===== config.mk =====
export PLATFORM = sky130hd
export DESIGN_NAME = diff_seq_ctrl
export DESIGN_NICKNAME = d
export VERILOG_FILES = /design/src/rtl/diff_seq_ctrl.sv
export SDC_FILE = /design/constraint.sdc
export NUM_CORES = 1
export LEC_CHECK = 0
export CORE_AREA = 10 10 96 98
export DETAILED_ROUTE_END_ITERATION = 8
export DIE_AREA = 0 0 106 108
export PLACE_DENSITY_LB_ADDON = 0.1
export REMOVE_ABC_BUFFERS = 1
export SYNTH_ARGS = -nofsm -noshare
export SYNTH_HDL_FRONTEND = slang
export SYNTH_SLANG_ARGS = --single-unit

===== constraint.sdc =====
create_clock -name clk -period 2.25 [get_ports clk]
set_clock_uncertainty 0.05 [all_clocks]
set_input_delay 0.675 -clock clk [delete_from_list [all_inputs] [get_ports clk]]
set_output_delay 0.675 -clock clk [all_outputs]
set_load 0.05 [all_outputs]

===== src/rtl/diff_seq_ctrl.sv =====
// Run sequencer for the d-th order differencing stage: drives its control code,
// gates the sample stream, hides warm-up results. Optional run_cnt via DIFF_SEQ_STAT_EN.
module diff_seq_ctrl #(
   parameter int unsigned N     = 32,
   parameter int unsigned d_max = 10
) (
   input  logic         clk,
   input  logic         rst,
   input  logic         start,
   input  logic         stop,
   input  logic [N-1:0] d_order_cfg,
   input  logic         in_valid,
   output logic         in_ready,
   input  logic [N-1:0] in_data,
   output logic [1:0]   diff_control,
   output logic [N-1:0] diff_data,
   output logic [N-1:0] diff_order,
   input  logic [N-1:0] diff_out,
   output logic         out_valid,
   input  logic         out_ready,
   output logic [N-1:0] out_data,
   output logic         busy,
   output logic         err_cfg
`ifdef DIFF_SEQ_STAT_EN
   ,
   output logic [N-1:0] run_cnt
`endif
);

   localparam int unsigned  CntW = $clog2(d_max + 1);
   localparam logic [N-1:0] DMax = N'(d_max);

   localparam logic [1:0] CtrlWork  = 2'b00;
   localparam logic [1:0] CtrlStall = 2'b01;
   localparam logic [1:0] CtrlClear = 2'b11;

   typedef enum logic [2:0] {StIdle, StClear, StWarmup, StRun, StDrain} state_e;

   state_e          state_q, state_d;
   logic [N-1:0]    d_order_q, d_order_d;
   logic [CntW-1:0] warm_cnt_q, warm_cnt_d, warm_inc;
   logic            out_valid_q, out_valid_d;
   logic            err_cfg_q, err_cfg_d;
   logic            accept, take;

   always_ff @(posedge clk or posedge rst) begin
      if (rst) begin
         state_q     <= StIdle;
         d_order_q   <= '0;
         warm_cnt_q  <= '0;
         out_valid_q <= 1'b0;
         err_cfg_q   <= 1'b0;
      end else begin
         state_q     <= state_d;
         d_order_q   <= d_order_d;
         warm_cnt_q  <= warm_cnt_d;
         out_valid_q <= out_valid_d;
         err_cfg_q   <= err_cfg_d;
      end
   end

   always_comb begin
      in_ready = 1'b0;
      unique case (state_q)
         StWarmup: in_ready = 1'b1;
         StRun:    in_ready = !out_valid_q || out_ready;
         default:  in_ready = 1'b0;
      endcase
   end

   assign accept   = in_valid && in_ready;
   assign take     = out_valid_q && out_ready;
   assign warm_inc = warm_cnt_q + CntW'(1);

   // diff_n only advances on an accept, so back-pressure freezes its history
   always_comb begin
      if (rst || state_q == StClear) begin
         diff_control = CtrlClear;
      end else if (accept) begin
         diff_control = CtrlWork;
      end else begin
         diff_control = CtrlStall;
      end
   end

   always_comb begin
      state_d    = state_q;
      d_order_d  = d_order_q;
      warm_cnt_d = warm_cnt_q;
      err_cfg_d  = 1'b0;

      out_valid_d = out_valid_q;
      if (take) begin
         out_valid_d = 1'b0;
      end
      if (accept && state_q == StRun) begin
         out_valid_d = 1'b1;
      end

      unique case (state_q)
         StIdle: begin
            if (start) begin
               if (d_order_cfg < DMax) begin
                  d_order_d = d_order_cfg;
                  state_d   = StClear;
               end else begin
                  err_cfg_d = 1'b1;
               end
            end
         end
         StClear: begin
            warm_cnt_d = '0;
            if (stop) begin
               state_d = StDrain;
            end else if (d_order_q == '0) begin
               state_d = StRun;
            end else begin
               state_d = StWarmup;
            end
         end
         StWarmup: begin
            if (accept) begin
               warm_cnt_d = warm_inc;
               if (N'(warm_inc) == d_order_q) begin
                  state_d = StRun;
               end
            end
            if (stop) begin
               state_d = StDrain;
            end
         end
         StRun: begin
            if (stop) begin
               state_d = StDrain;
            end
         end
         StDrain: begin
            if (!out_valid_d) begin
               state_d = StIdle;
            end
         end
         default: state_d = StIdle;
      endcase
   end

`ifdef DIFF_SEQ_STAT_EN
   logic [N-1:0] run_cnt_q;

   always_ff @(posedge clk or posedge rst) begin
      if (rst) begin
         run_cnt_q <= '0;
      end else if (state_q == StClear) begin
         run_cnt_q <= '0;
      end else if (take && run_cnt_q != '1) begin
         run_cnt_q <= run_cnt_q + N'(1);
      end
   end

   assign run_cnt = run_cnt_q;
`endif

   assign diff_data  = in_data;
   assign diff_order = d_order_q;
   assign out_valid  = out_valid_q;
   assign out_data   = diff_out;
   assign busy       = (state_q != StIdle);
   assign err_cfg    = err_cfg_q;

endmodule


==> impl_metrics.csv, run 1 <==
group,metric,value,unit
global_route,grt_max_degree,42,
floorplanning,start_util,30.8,%
power,p_sw,834,uW
clock_network,insertion_delay,0.29,ns
global_route,grt_pass1_vias,1836,
logic_synthesis,synthTopCellsByCount,"buf_4 (64), dfrtp_1 (41), nor2b_1 (28), nor4_1 (15), nor2_1 (12)",
floorplanning,die-width,106,um
setup_path,cp_max_fo,3,
setup_path,cp-startpoint,"in_valid",
power,peakVddDrop,0.312,mV
floorplanning,core_area,7450,um^2
clock_network,ctsHtreeMaxLevel,2,
global_route,grt_antenna_before_repair,0,
clock_network,root_buffer,"clkbuf_8",
floorplanning,rows,32,
setup_path,reg2reg_from,"state_q[1]$_DFFE_PP0P_",
setup_path,r2r_cells,5,
logic_synthesis,seq_area_frac_synth,44.7,%
logic_synthesis,yosysMostFrequentCell,"buf_4",
setup_path,reg2reg_to,"diff_order[3]$_DFFE_PP0P_",
sta,slew_headroom,76.9,%
sta,hold_ws,0.486,ns
sta,fmax,457,MHz
logic_synthesis,ys_async_sr_fraction,100,%
route,wl_met2,5040,um
setup_path,startpoint_type,"input pin",
route,viasPerCell,4.64,
floorplanning,ios,204,
sta,post-route-period-util,97.1,%
power,clkPwrFrac,21.7,%
sta,setup_violations,0,
flow_run,max_cap_viol_count,0,
clock_network,cts_tree,"yes",
clock_network,clk_pin_slew,0.08,ns
setup_path,crit_end,"diff_control[0]",
logic_synthesis,synth_top_area_share,44.7,%
global_route,grt_first_pass_wirelength,15200,um
setup_path,ff2ff_setup_slack,0.41,ns
layout,antenna_cells,0,
route,top_layer,"met4",
layout,stdcell_count,366,
logic_synthesis,yosys_register_bits,41,
logic_synthesis,synth_area_leader_cell,"dfrtp_1",
logic_synthesis,synth_cells,234,
sta,worstMarginPinSlew,0.343,ns
setup_path,worstSetupPathType,"input pin to output port",
worst_hold_path,hold_class,"flip-flop to flip-flop",
placed_design,dp.cells,357,
setup_path,worst_setup_path_end_kind,"output port",
route,drt_wl_total,11400,um
clock_network,numCtsBuffers,5,
route,dr.pass1.iters,5,
power,pwr-share-seq,39.4,%
global_route,grt_use_total,19.4,%
logic_synthesis,yosys_warnings,0,
route,dr_total_vias,1700,
power,p_int,1.42,mW
logic_synthesis,ys.flop_type,"dfrtp_1",
route,drc,0,
clock_network,cts_buffer_depth,2,
floorplanning,die_h,108,um
power,switching_share,36.9,%
power,power.density,778,nW/um^2
layout,drive_above_1_share,29.5,%
sta,hold_viol,0,
sta,fin_crit,2.19,ns
power,p_comb_share,38.9,%
clock_network,ctsHoldBuffers,0,
logic_synthesis,synth_enable_flop_cells,0,
clock_network,cts.sinks,41,
route,drt-initial-drc-count,50,
placed_design,place.gp.congestion,0.821,
layout,final_nets,366,
layout,utilization,39.0,%
placed_design,dp_hpwl,10000,um
route,wl_per_cell,31.0,um
global_route,overflow,0,
logic_synthesis,syn_avg_cell_area,9.80,um^2
route,drtAntennaViolNets,0,
run_status,outcome,"completed",
sta,maxSlewViolCount,0,
logic_synthesis,synth_area,2290,um^2
setup_path,arrival,1.46,ns
route,drt-met1-wl,2890,um
power,p_leak,1.43,nW
placed_design,port_buffers,75,
layout,area_growth,26.5,%
logic_synthesis,synth_cell_types,34,
sta,grt_setup_unrepaired,"no",
logic_synthesis,synth.area.top_cells,"dfrtp_1 (45%), buf_4 (21%), nor2b_1 (7.6%)",
setup_path,worst_ep_required_time,1.52,ns
route,dr_wl_met3,3390,um
floorplanning,die_area,11400,um^2
==> worst min path at each step <==
stage | startpoint | end | slack (ns) | depth (start not counted)
global route | diff_order[18]$_DFFE_PP0P_ | diff_order[18]$_DFFE_PP0P_ | 0.51 | 1
CTS | diff_order[30]$_DFFE_PP0P_ | diff_order[30]$_DFFE_PP0P_ | 0.49 | 1
floorplan | warm_cnt_q[3]$_DFFE_PP0P_ | warm_cnt_q[3]$_DFFE_PP0P_ | 0.49 | 2
finish | diff_order[21]$_DFFE_PP0P_ | diff_order[21]$_DFFE_PP0P_ | 0.49 | 1
global placement | diff_order[22]$_DFFE_PP0P_ | diff_order[22]$_DFFE_PP0P_ | 0.46 | 1
detailed placement | diff_order[9]$_DFFE_PP0P_ | diff_order[9]$_DFFE_PP0P_ | 0.47 | 1
==> layout make-up <==
cell class	instances	area, um^2
Clock buffer	6	72.6
Tap cell	102	128
Sequential cell	41	1030
Multi-Input combinational cell	113	779
Inverter	10	37.5
Clock inverter	2	15.0
Fill cell	785	4550
Timing Repair Buffer	92	841
==> power by group through the flow <==
stage | Sequential (mW) | Clock, mW | Combinational, mW
2_1_floorplan | 0.939 | 0 | 0.414
3_3_place_gp | 0.893 | 0 | 0.841
3_5_place_dp | 0.891 | 0 | 0.839
4_1_cts | 0.880 | 0.512 | 0.850
5_1_grt | 0.901 | 0.540 | 0.966
6_report | 0.889 | 0.490 | 0.879
==> cell usage in the layout (no fill, tap or decap), types with 5 or more instances in the layout <==
cell              n
a21oi_1           8
buf_4            50
clkbuf_8          5
clkdlybuf4s50_1  34
dfrtp_1          39
inv_1            10
nand4_1           5
nor2_1           11
nor2b_1          28
nor4_1            9
nor4_2            6
==> routing by layer <==
metal	GRT usage [%]	vias up
li1	-	782
met5	0	-
met2	29.5	139
met1	14.0	775
met4	3.19	0
met3	27.4	4
==> through the flow <==
| stage | worst slack [ns] | instance area, um^2 | power [mW] | setup TNS (ns) |
|---|---|---|---|---|
| after floorplan | -0.741 | 1780 | 1.35 | -1.40 |
| after global placement | -0.309 | 2730 | 1.73 | -9.38 |
| after detailed placement | -0.284 | 2730 | 1.73 | -7.49 |
| after CTS | 0.00408 | 2830 | 2.24 | 0 |
| after global routing | 0.00191 | 2900 | 2.41 | 0 |
| final | 0.0641 | 2900 | 2.26 | 0 |
==> flip-flops by register name, summed over array words and instances, names as in the netlist <==
name,count
err_cfg,1
diff_order,32
warm_cnt_q,4
out_valid,1
state_q,3
==> logic make-up after synthesis <==
| group | count (synthesis) | share of synthesized area [%] |
|---|---|---|
| simple gates | 78 | 20.1 |
| fa+ha+maj | 1 | 0.545 |
| mux | 5 | 2.40 |
| compound gates | 23 | 5.95 |
| buf+inv | 80 | 24.0 |
| flops | 41 | 44.7 |
| xor+xnor | 6 | 2.29 |
==> worst max-delay path, stage by stage <==
cell,delay [ns]
clkdlybuf4s50_1,0.51
nand3_1,0.10
buf_6,0.17
==> repair_timing <==
item,4_1_cts,5_1_grt
endpoints found under the setup margin,2,23
gates resized for setup,5,14
buffers inserted,0,1
pin swaps,2,6
Power figures use the tool's default switching activity.
==> run 2: changes to the inputs <==
--- a/config.mk
+++ b/config.mk
@@ -8,6 +8,7 @@
 export CORE_AREA = 10 10 96 98
 export DETAILED_ROUTE_END_ITERATION = 8
 export DIE_AREA = 0 0 106 108
+export GPL_ROUTABILITY_DRIVEN = 0
 export PLACE_DENSITY_LB_ADDON = 0.1
 export REMOVE_ABC_BUFFERS = 1
 export SYNTH_ARGS = -nofsm -noshare
==> results of run 2 <==
The final DEF is identical to that of run 1; final timing and power are the same.
==> run 3: changes to the inputs <==
==> constraint.sdc (replaced) <==
create_clock -name clk -period 2.25 [get_ports clk]
set_clock_uncertainty 0.05 [all_clocks]
set_input_delay 0.675 -clock clk [delete_from_list [all_inputs] [get_ports clk]]
set_output_delay 0.675 -clock clk [all_outputs]
set_load 0.02 [all_outputs]
==> run 3 against run 2 <==
Sequential cell count is the same. Combinational power shrank 18%. First-iteration DRC count shrank 48%. Critical path depth grew 4. Global-route usage is essentially flat. Worst hold slack lost 0.045 ns. Cell count is the same. Sequential share of layout area shrank 0.31 points. Critical path type is now input pin to flip-flop.
==> impl_metrics.csv, run 3 (synthesis gave the netlist of run 1 again) <==
group,metric,value,unit
sta,fmax,459,MHz
power,clkPwrFrac,24.6,%
power,pwr-share-seq,41.0,%
sta,setup_violations,0,
sta,post-route-period-util,96.8,%
sta,fin_crit,2.18,ns
global_route,grt_pass1_vias,1778,
power,p_sw,709,uW
power,p_leak,1.36,nW
floorplanning,start_util,30.8,%
clock_network,cts_tree,"yes",
route,dr.pass1.iters,4,
global_route,grt-busiest-layer,"met2",
clock_network,clk_pin_slew,0.08,ns
floorplanning,die_area,11400,um^2
power,p_comb_share,34.4,%
global_route,use_met2,29.5,%
global_route,grt_max_degree,42,
layout,fin_area,2920,um^2
layout,fillers,778,
sta,slew_headroom,75.8,%
power,peakVddDrop,0.302,mV
layout,utilization,39.2,%
setup_path,cp_max_fo,3,
floorplanning,core_area,7450,um^2
global_route,use_met3,29.3,%
sta,maxSlewViolCount,0,
setup_path,arrival,2.30,ns
global_route,use_met1,13.1,%
route,drt-initial-drc-count,26,
setup_path,worstSetupPathType,"input pin to flip-flop",
floorplanning,die-width,106,um
setup_path,worst_setup_path_end_kind,"flip-flop",
floorplanning,ios,204,
placed_design,dp_hpwl,9920,um
power,switching_share,33.9,%
power,power,2.09,mW
floorplanning,die_h,108,um
clock_network,ctsHoldBuffers,0,
sta,grt_setup_unrepaired,"yes",
floorplanning,rows,32,
layout,antenna_cells,0,
route,drt_wl_total,11300,um
layout,area_growth,27.3,%
sta,fin_ws,0.0714,ns
route,viasPerCell,4.54,
clock_network,insertion_delay,0.29,ns
global_route,overflow,0,
layout,layout_common_cells,"clkdlybuf4s50_1 (68), dfrtp_1 (41), nor2b_1 (28), buf_4 (15), nor4_1 (13)",
setup_path,startpoint_type,"input pin",
layout,largest_reg_flops,32,
global_route,grt_use_total,19.4,%
worst_hold_path,hold_class,"input pin to async pin",
layout,drive_above_1_share,13.3,%
clock_network,ctsHtreeMaxLevel,2,
clock_network,root_buffer,"clkbuf_8",
route,dr_total_vias,1663,
layout,final_nets,366,
clock_network,numCtsBuffers,5,
route,drc,0,
flow_run,max_cap_viol_count,0,
power,power.density,716,nW/um^2
run_status,outcome,"completed",
global_route,grt_first_pass_wirelength,15200,um
sta,hold_viol,0,
setup_path,worst_ep_required_time,2.37,ns
sta,worstMarginPinSlew,0.360,ns
layout,final_common_cell,"clkdlybuf4s50_1",
route,wl_per_cell,31.0,um
placed_design,port_buffers,75,
placed_design,pre_cts_slack,-0.488,ns
global_route,grt_antenna_before_repair,0,
clock_network,cts.sinks,41,
clock_network,cts_buffer_depth,2,
power,p_int,1.38,mW
placed_design,dpl-instance-area,2800,um^2
route,drtAntennaViolNets,0,
==> run 3: cell type report <==
type	instances	area [um^2]	share of cell area, %
sequential	41	1030	35.1
clock inverter	2	13.8	0.471
tap	102	128	4.37
clock buffer	6	82.6	2.83
timing repair buffer	92	897	30.7
inverter	10	37.5	1.29
multi-input combinational	113	736	25.2
==> run 3: worst max-delay path, stage by stage <==
cell	delay [ns]
clkdlybuf4s50_1	0.40
nor4_1	0.31
nand4_1	0.22
buf_4	0.19
nor2_2	0.11
nand2_1	0.08
a222oi_1	0.32
==> run 3: metal layers <==
| layer | vias to the layer above | routed length, um |
|---|---|---|
| met5 | - | 34 |
| met4 | 2 | 28 |
| met3 | 4 | 3490 |
| met2 | 141 | 5030 |
| met1 | 728 | 2770 |
| li1 | 788 | - |
==> run 3: metrics by stage <==
step                instances  TNS (ns)  hold WS, ns
CTS                       365         0        0.488
detailed placement        357    -10.99        0.466
floorplan                 164    -0.619        0.486
global placement          357    -10.32        0.455
global route              366   -0.0202        0.464
finish                    366         0        0.441
==> run 3: timing repair <==
action                                 in CTS  in global routing
pin swaps                                   4                  3
resized for setup                          21                  3
setup endpoints to repair                   9                  9
buffers inserted                            0                  1
endpoints found under the hold margin       0                  0
cloned                                      0                  0
==> run 3: power by group through the flow <==
| stage | Sequential, mW | Combinational, mW | Clock, mW |
|---|---|---|---|
| floorplan | 0.912 | 0.349 | 0 |
| global placement | 0.870 | 0.744 | 0 |
| detailed placement | 0.870 | 0.739 | 0 |
| CTS | 0.857 | 0.729 | 0.541 |
| global route | 0.867 | 0.794 | 0.576 |
| finish | 0.858 | 0.719 | 0.514 |
==> run 3: worst paths after layout <==
| check | slack, ns | cells past startpoint | startpoint | end |
|---|---|---|---|---|
| min | 0.44 | 3 | rst | warm_cnt_q[2]$_DFFE_PP0P_ |
| max in group asynchronous | 1.49 | 3 | rst | diff_order[9]$_DFFE_PP0P_ |
| max reg2reg | 0.54 | 6 | state_q[1]$_DFFE_PP0P_ | diff_order[3]$_DFFE_PP0P_ |
| min reg2reg | 0.48 | 1 | diff_order[13]$_DFFE_PP0P_ | diff_order[13]$_DFFE_PP0P_ |
| max | 0.07 | 7 | d_order_cfg[27] | state_q[0]$_DFFE_PP0P_ |
| min in group clk | 0.48 | 1 | diff_order[13]$_DFFE_PP0P_ | diff_order[13]$_DFFE_PP0P_ |
